==> src/rtl/regfile_sb_if.sv <==
// regfile_sb_if: operand/writeback/issue bundle for the GPR file.
//  N  : address width (2**N registers)
//  M  : data width
//  NR : number of read ports
// Signals
//  ra       NR*N  read addresses, port i at ra[i*N +: N]
//  rd       NR*M  read data, port i at rd[i*M +: M]
//  rbusy    NR    port i operand still has a pending producer
//  we/wa/wd       writeback enable, address, data
//  iss_v/iss_a    issue request and destination address
//  iss_ok         issue may be accepted this cycle
//  busy_cnt N+1   number of busy registers
// The master (decode/writeback side) drives requests; the slave is the
// register file.
interface regfile_sb_if #(
  parameter int N  = 5,
  parameter int M  = 32,
  parameter int NR = 2
);
  logic [NR*N-1:0] ra;
  logic [NR*M-1:0] rd;
  logic [NR-1:0]   rbusy;
  logic            we;
  logic [N-1:0]    wa;
  logic [M-1:0]    wd;
  logic            iss_v;
  logic [N-1:0]    iss_a;
  logic            iss_ok;
  logic [N:0]      busy_cnt;

  modport master (
    output ra, we, wa, wd, iss_v, iss_a,
    input  rd, rbusy, iss_ok, busy_cnt
  );

  modport slave (
    input  ra, we, wa, wd, iss_v, iss_a,
    output rd, rbusy, iss_ok, busy_cnt
  );
endinterface

==> src/rtl/regfile_sb.sv <==
// regfile_sb: multi-read-port GPR file with write-through bypass and a
// per-register busy scoreboard.
// Ports
//  clk    : clock, all state updates on posedge
//  rst_n  : synchronous active-low reset (clears data, busy bits, count)
//  bus    : regfile_sb_if slave modport (reads, writeback, issue, status)
// Reads are combinational; a writeback presented in the same cycle is
// forwarded to every read port and also satisfies the busy check, so a
// consumer never waits an extra cycle for a result that is on the bus.
// Register 0 reads as zero, is never written and never marked busy.
module regfile_sb #(
  parameter int N  = 5,
  parameter int M  = 32,
  parameter int NR = 2
) (
  input  logic         clk,
  input  logic         rst_n,
  regfile_sb_if.slave  bus
);

  localparam int         NREG = 2 ** N;
  localparam logic [N:0] ONE  = (N+1)'(1);

  logic [M-1:0]    rf [NREG];
  logic [NREG-1:0] busy;
  logic [N:0]      cnt;

  logic wr_en;
  logic clr_busy;
  logic iss_ok_c;
  logic acc;

  // Writeback to a real register; r0 writes are dropped.
  assign wr_en    = bus.we && (bus.wa != '0);
  // Only a clear of a register that is actually busy lowers the count.
  assign clr_busy = wr_en && busy[bus.wa];

  // A busy destination can still be reissued when its producer retires this
  // very cycle: the new producer replaces the old one.
  assign iss_ok_c = (bus.iss_a == '0) || !busy[bus.iss_a] ||
                    (bus.we && (bus.wa == bus.iss_a));
  assign acc      = bus.iss_v && iss_ok_c && (bus.iss_a != '0);

  assign bus.iss_ok   = iss_ok_c;
  assign bus.busy_cnt = cnt;

  for (genvar g = 0; g < NR; g++) begin : g_rd
    logic [N-1:0] a;
    logic         hit;

    assign a   = bus.ra[g*N +: N];
    assign hit = bus.we && (bus.wa == a);

    assign bus.rd[g*M +: M] = (a == '0) ? '0 :
                              hit       ? bus.wd : rf[a];
    assign bus.rbusy[g]     = (a != '0) && busy[a] && !hit;
  end

  always_ff @(posedge clk) begin
    if (!rst_n) begin
      for (int i = 0; i < NREG; i++) begin
        rf[i] <= '0;
      end
      busy <= '0;
      cnt  <= '0;
    end else begin
      if (wr_en) begin
        rf[bus.wa]   <= bus.wd;
        busy[bus.wa] <= 1'b0;
      end
      // Later assignment wins: a set on the address being cleared survives.
      if (acc) begin
        busy[bus.iss_a] <= 1'b1;
      end
      // An accepted issue always targets a register that ends up newly busy
      // unless it coincides with a busy clear, in which case the two cancel;
      // the same cancel covers set X / clear busy Y.
      case ({acc, clr_busy})
        2'b10:   cnt <= cnt + ONE;
        2'b01:   cnt <= cnt - ONE;
        default: cnt <= cnt;
      endcase
    end
  end

endmodule
==> src/flat_wrapper.sv <==
// flat-port wrapper written by rule: the top's interface ports become plain ports
module regfile_sb_flat 
#(
  parameter int N  = 5,
  parameter int M  = 32,
  parameter int NR = 2
)
  (clk, rst_n, bus_ra, bus_we, bus_wa, bus_wd, bus_iss_v, bus_iss_a, bus_rd, bus_rbusy, bus_iss_ok, bus_busy_cnt);
  regfile_sb_if #(.N(N), .M(M), .NR(NR)) bus_i ();
  input  logic clk;
  input  logic rst_n;
  input wire logic [$bits(bus_i.ra)-1:0] bus_ra;
  input wire logic [$bits(bus_i.we)-1:0] bus_we;
  input wire logic [$bits(bus_i.wa)-1:0] bus_wa;
  input wire logic [$bits(bus_i.wd)-1:0] bus_wd;
  input wire logic [$bits(bus_i.iss_v)-1:0] bus_iss_v;
  input wire logic [$bits(bus_i.iss_a)-1:0] bus_iss_a;
  output wire logic [$bits(bus_i.rd)-1:0] bus_rd;
  output wire logic [$bits(bus_i.rbusy)-1:0] bus_rbusy;
  output wire logic [$bits(bus_i.iss_ok)-1:0] bus_iss_ok;
  output wire logic [$bits(bus_i.busy_cnt)-1:0] bus_busy_cnt;
  assign bus_i.ra = bus_ra;
  assign bus_i.we = bus_we;
  assign bus_i.wa = bus_wa;
  assign bus_i.wd = bus_wd;
  assign bus_i.iss_v = bus_iss_v;
  assign bus_i.iss_a = bus_iss_a;
  assign bus_rd = bus_i.rd;
  assign bus_rbusy = bus_i.rbusy;
  assign bus_iss_ok = bus_i.iss_ok;
  assign bus_busy_cnt = bus_i.busy_cnt;
  regfile_sb #(.N(N), .M(M), .NR(NR)) u_core (.clk(clk), .rst_n(rst_n), .bus(bus_i));
endmodule
==> config.mk <==
export PLATFORM = sky130hd
export DESIGN_NAME = regfile_sb_flat
export DESIGN_NICKNAME = d
export VERILOG_FILES = /design/src/rtl/regfile_sb_if.sv /design/src/rtl/regfile_sb.sv /design/src/flat_wrapper.sv
export SDC_FILE = /design/constraint.sdc
export NUM_CORES = 2
export LEC_CHECK = 0
export ABC_CLOCK_PERIOD_IN_PS = 8000
export CAP_MARGIN = 20
export CORE_AREA = 4 4 387 389
export DETAILED_ROUTE_END_ITERATION = 12
export DIE_AREA = 0 0 391 393
export PLACE_DENSITY_LB_ADDON = 0.05
export SKIP_CTS_REPAIR_TIMING = 1
export SLEW_MARGIN = 20
export SYNTH_ARGS = -nofsm -noshare
export SYNTH_HDL_FRONTEND = slang
export SYNTH_SLANG_ARGS = --single-unit
==> constraint.sdc <==
create_clock -name clk -period 8 [get_ports clk]
set_input_delay 1.6 -clock clk [delete_from_list [all_inputs] [get_ports clk]]
set_output_delay 1.6 -clock clk [all_outputs]
set_load 0.01 [all_outputs]
==> impl_results.md <==
- Horizontal die dimension: 391 um
- Category of the worst setup path launch point: input port
- Result of the run: finished, final reports clean
- Setup_tns: 0 ns
- Global router's overall resource usage: 31.9%
- Die Footprint: 0.154 sq mm
- Number of clock buffers inserted by TritonCTS: 121
- Share of the clock period used by the worst path after layout: 86.4%
- Vias per cell: 6.58
- Post-Synthesis Mean Instance Area: 15.0 sq um
- Boundary Pins: 129
- DRC violation count after routing: 0
- Maximum number of pins on one net before global-route repair: 79
- Slew Limit Headroom: 17.5%
- Global-route wire length before repair: 334000 um
- Synthesized instance count: 3879
- Synth cell types: 56
- Router iterations before antenna repair: 5
- Worst Path Max Fanout: 76
- Overflow after GRT: 0
- Endpoint kind of the worst setup timing path: primary output
- Final number of hold-violating endpoints: 0
- CTS tree: done
- Worst setup timing slack at the placement stage: 1.12 ns
- Maximum level of the CTS H-tree: 3
- Cell taking the most area after synthesis: edfxtp_1
- Proportion of register bits with asynchronous set or reset after synthesis: 0%
- Number of warnings reported in the yosys synthesis log: 0
- Setup Viol. Count Final: 0
- Static leakage: 22.3 nW
- Dominant cells by area after synthesis: edfxtp_1 (53%), mux4_2 (21%), and2_1 (11%)
- Final Max Tran Viols: 0
- Core Rows: 141
- Kind of critical path: input port to primary output
- Post-route minimum period: 6.91 ns
- Weighted congestion reported at the end of routability-driven placement: 0.853
- Cell area after technology mapping: 0.0582 sq mm
- Maximum buffer depth of the clock tree: 3
- Starting density of the core: 39.6%
- Final net count: 3990
- Count of flip-flops with a built-in enable after synthesis: 1024
- Seq cells post-synth: 1062
- Area share of the largest cell type after synthesis: 52.9%
- Area overhead of the layout relative to synthesis: 13.4%
- Worst Max-Slew Pin Slew: 1.24 ns
- Post-route antenna net violation count: 0
- Via count of the first global-routing pass: 39154
- Pwr/cell area: 210 mW/mm^2
- Smallest setup slack after layout: 1.09 ns
- Clock latency on the worst-skew pair: 0.75 ns
- Maximum resistive drop on vdd: 0.000219 V
- Cell area after layout: 0.0660 sq mm
- Core Region: 0.147 sq mm
- Violation count after the first detailed-routing iteration: 6051
- Share of layout cells above drive strength 1: 25.1%
- Routed WL per cell: 41.2 um
- Worst-path clk slew: 0.06 ns
- CP required: 6.40 ns
- Hold WC Path Type: flip-flop to flip-flop
- Achievable clock frequency: 0.145 GHz
- Main flop type after synthesis: edfxtp_1
- Share of the yosys chip area belonging to registers: 54.2%
- Half-perimeter wire length of the detailed placement result: 140000 um
- Number of vias in the routed layout: 39370
- Count of input and output buffers: 128
- Clk_skew: 0.0175 ns
- Cell Area, Placed: 0.0622 sq mm
- Arrival time reported for the critical path endpoint: 5.31 ns
- Clock sink total: 1062
- Cell chosen for the clock root: clkbuf_16
- Setup repair after global routing missed its margin: no
- Die span in y: 393 um
- Number of max-capacitance violations reported: 0
- Number of antenna violations at the first check in global routing: 41
- Sum of routed wire length over all layers: 246000 um
==> cell usage in the layout (no fill, tap or decap), drive strengths merged, types with 12 or more instances in the layout <==
cell,count
edfxtp,1024
and2,995
mux4,544
buf,192
mux2i,168
clkbuf,163
clkdlybuf4s50,111
nor2,94
nand2,61
clkinv,56
inv,54
mux2,48
o22ai,47
o221ai,43
a211oi,41
dfxtp,38
o21ai,35
a21oi,34
conb,32
nor3,25
o31ai,24
a221oi,23
diode,22
nor2b,17
o32ai,16
a21o,15
nand3b,12
a32o,12
nand3,12
==> worst max-delay path, stage by stage <==
cell	delay, ns
buf_8	0.51
or3b_2	0.75
buf_4	0.34
o221ai_1	0.22
a21o_1	0.13
a21oi_1	0.07
o31ai_1	0.79
clkdlybuf4s50_1	0.70
==> flip-flops by register name, summed over array words and instances, names as in the netlist <==
register             flops
u_core.busy             32
u_core.bus.busy_cnt      6
u_core.rf             1024
==> cells in the mapped netlist (16+ instances only) <==
library cell  instances
buf_6                22
inv_1                53
edfxtp_1           1024
buf_2                63
a211oi_1             41
and2_1              995
nand2_1              61
a21oi_1              34
nor2_1               94
mux2i_1             168
clkbuf_1            268
mux2_2               48
a221oi_1             23
nor2b_1              17
mux4_2              540
o32ai_1              16
o221ai_1             43
buf_4                25
dfxtp_1              38
nor3_1               25
o22ai_1              47
o21ai_0              35
o31ai_1              24
buf_1                24
==> power by group <==
group | switching, mW | total (mW) | internal, mW
clock | 2.38 | 5.30 | 2.92
combinational | 1.17 | 1.99 | 0.827
sequential | 0.155 | 6.56 | 6.40
total | 3.70 | 13.9 | 10.2
==> kinds of logic after synthesis <==
family	Yosys count	synth area share (%)
other	1	0.00645
adder cells (fa/ha/maj)	6	0.142
flip-flops	1062	54.2
buffers and inverters	461	3.70
AND/OR/NAND/NOR	1253	12.8
multiplexers	760	24.9
XOR/XNOR	17	0.256
AO/OA/AOI/OAI	319	3.99
==> stage by stage <==
stage          cells  hold slack, ns  power, mW  utilization, %
2_1_floorplan   3910           0.463       7.73               -
3_3_place_gp    5725           0.455       8.61            42.3
3_5_place_dp    5734           0.471       8.64            42.4
4_1_cts         5960           0.485       13.9            44.9
5_1_grt         5961           0.521       14.2            44.9
6_report        5983           0.480       13.9            44.9
==> final cells by class <==
type / count / area [sq um]
diodes: 22 / 55.1
multi-input cells: 2387 / 25200
well taps: 1930 / 2410
clock inverters: 63 / 410
flip-flops and latches: 1062 / 31500
fillers: 13018 / 80800
inverters: 53 / 199
repair buffers: 303 / 2870
clock buffers: 163 / 3250
==> worst paths after layout <==
| path | start | end | slack, ns | cells after the start |
|---|---|---|---|---|
| worst min-delay path | u_core.bus.busy_cnt[5]$_SDFFE_PN0P_ | u_core.bus.busy_cnt[5]$_SDFFE_PN0P_ | 0.48 | 2 |
| worst max-delay path | bus_ra[6] | bus_rd[58] | 1.09 | 8 |
| worst min register to register | u_core.bus.busy_cnt[5]$_SDFFE_PN0P_ | u_core.bus.busy_cnt[5]$_SDFFE_PN0P_ | 0.48 | 2 |
| worst max register to register | u_core.busy[30]$_SDFF_PN0_ | u_core.bus.busy_cnt[5]$_SDFFE_PN0P_ | 4.38 | 13 |
==> routing by layer <==
layer	wire, um	global-route usage [%]	vias up
met4	10000	11.6	2
met3	27200	6.80	513
met1	97400	44.7	20968
met2	112000	49.2	2777
met5	10	0	-
li1	-	-	15110
(Power assumes the default switching activity.)
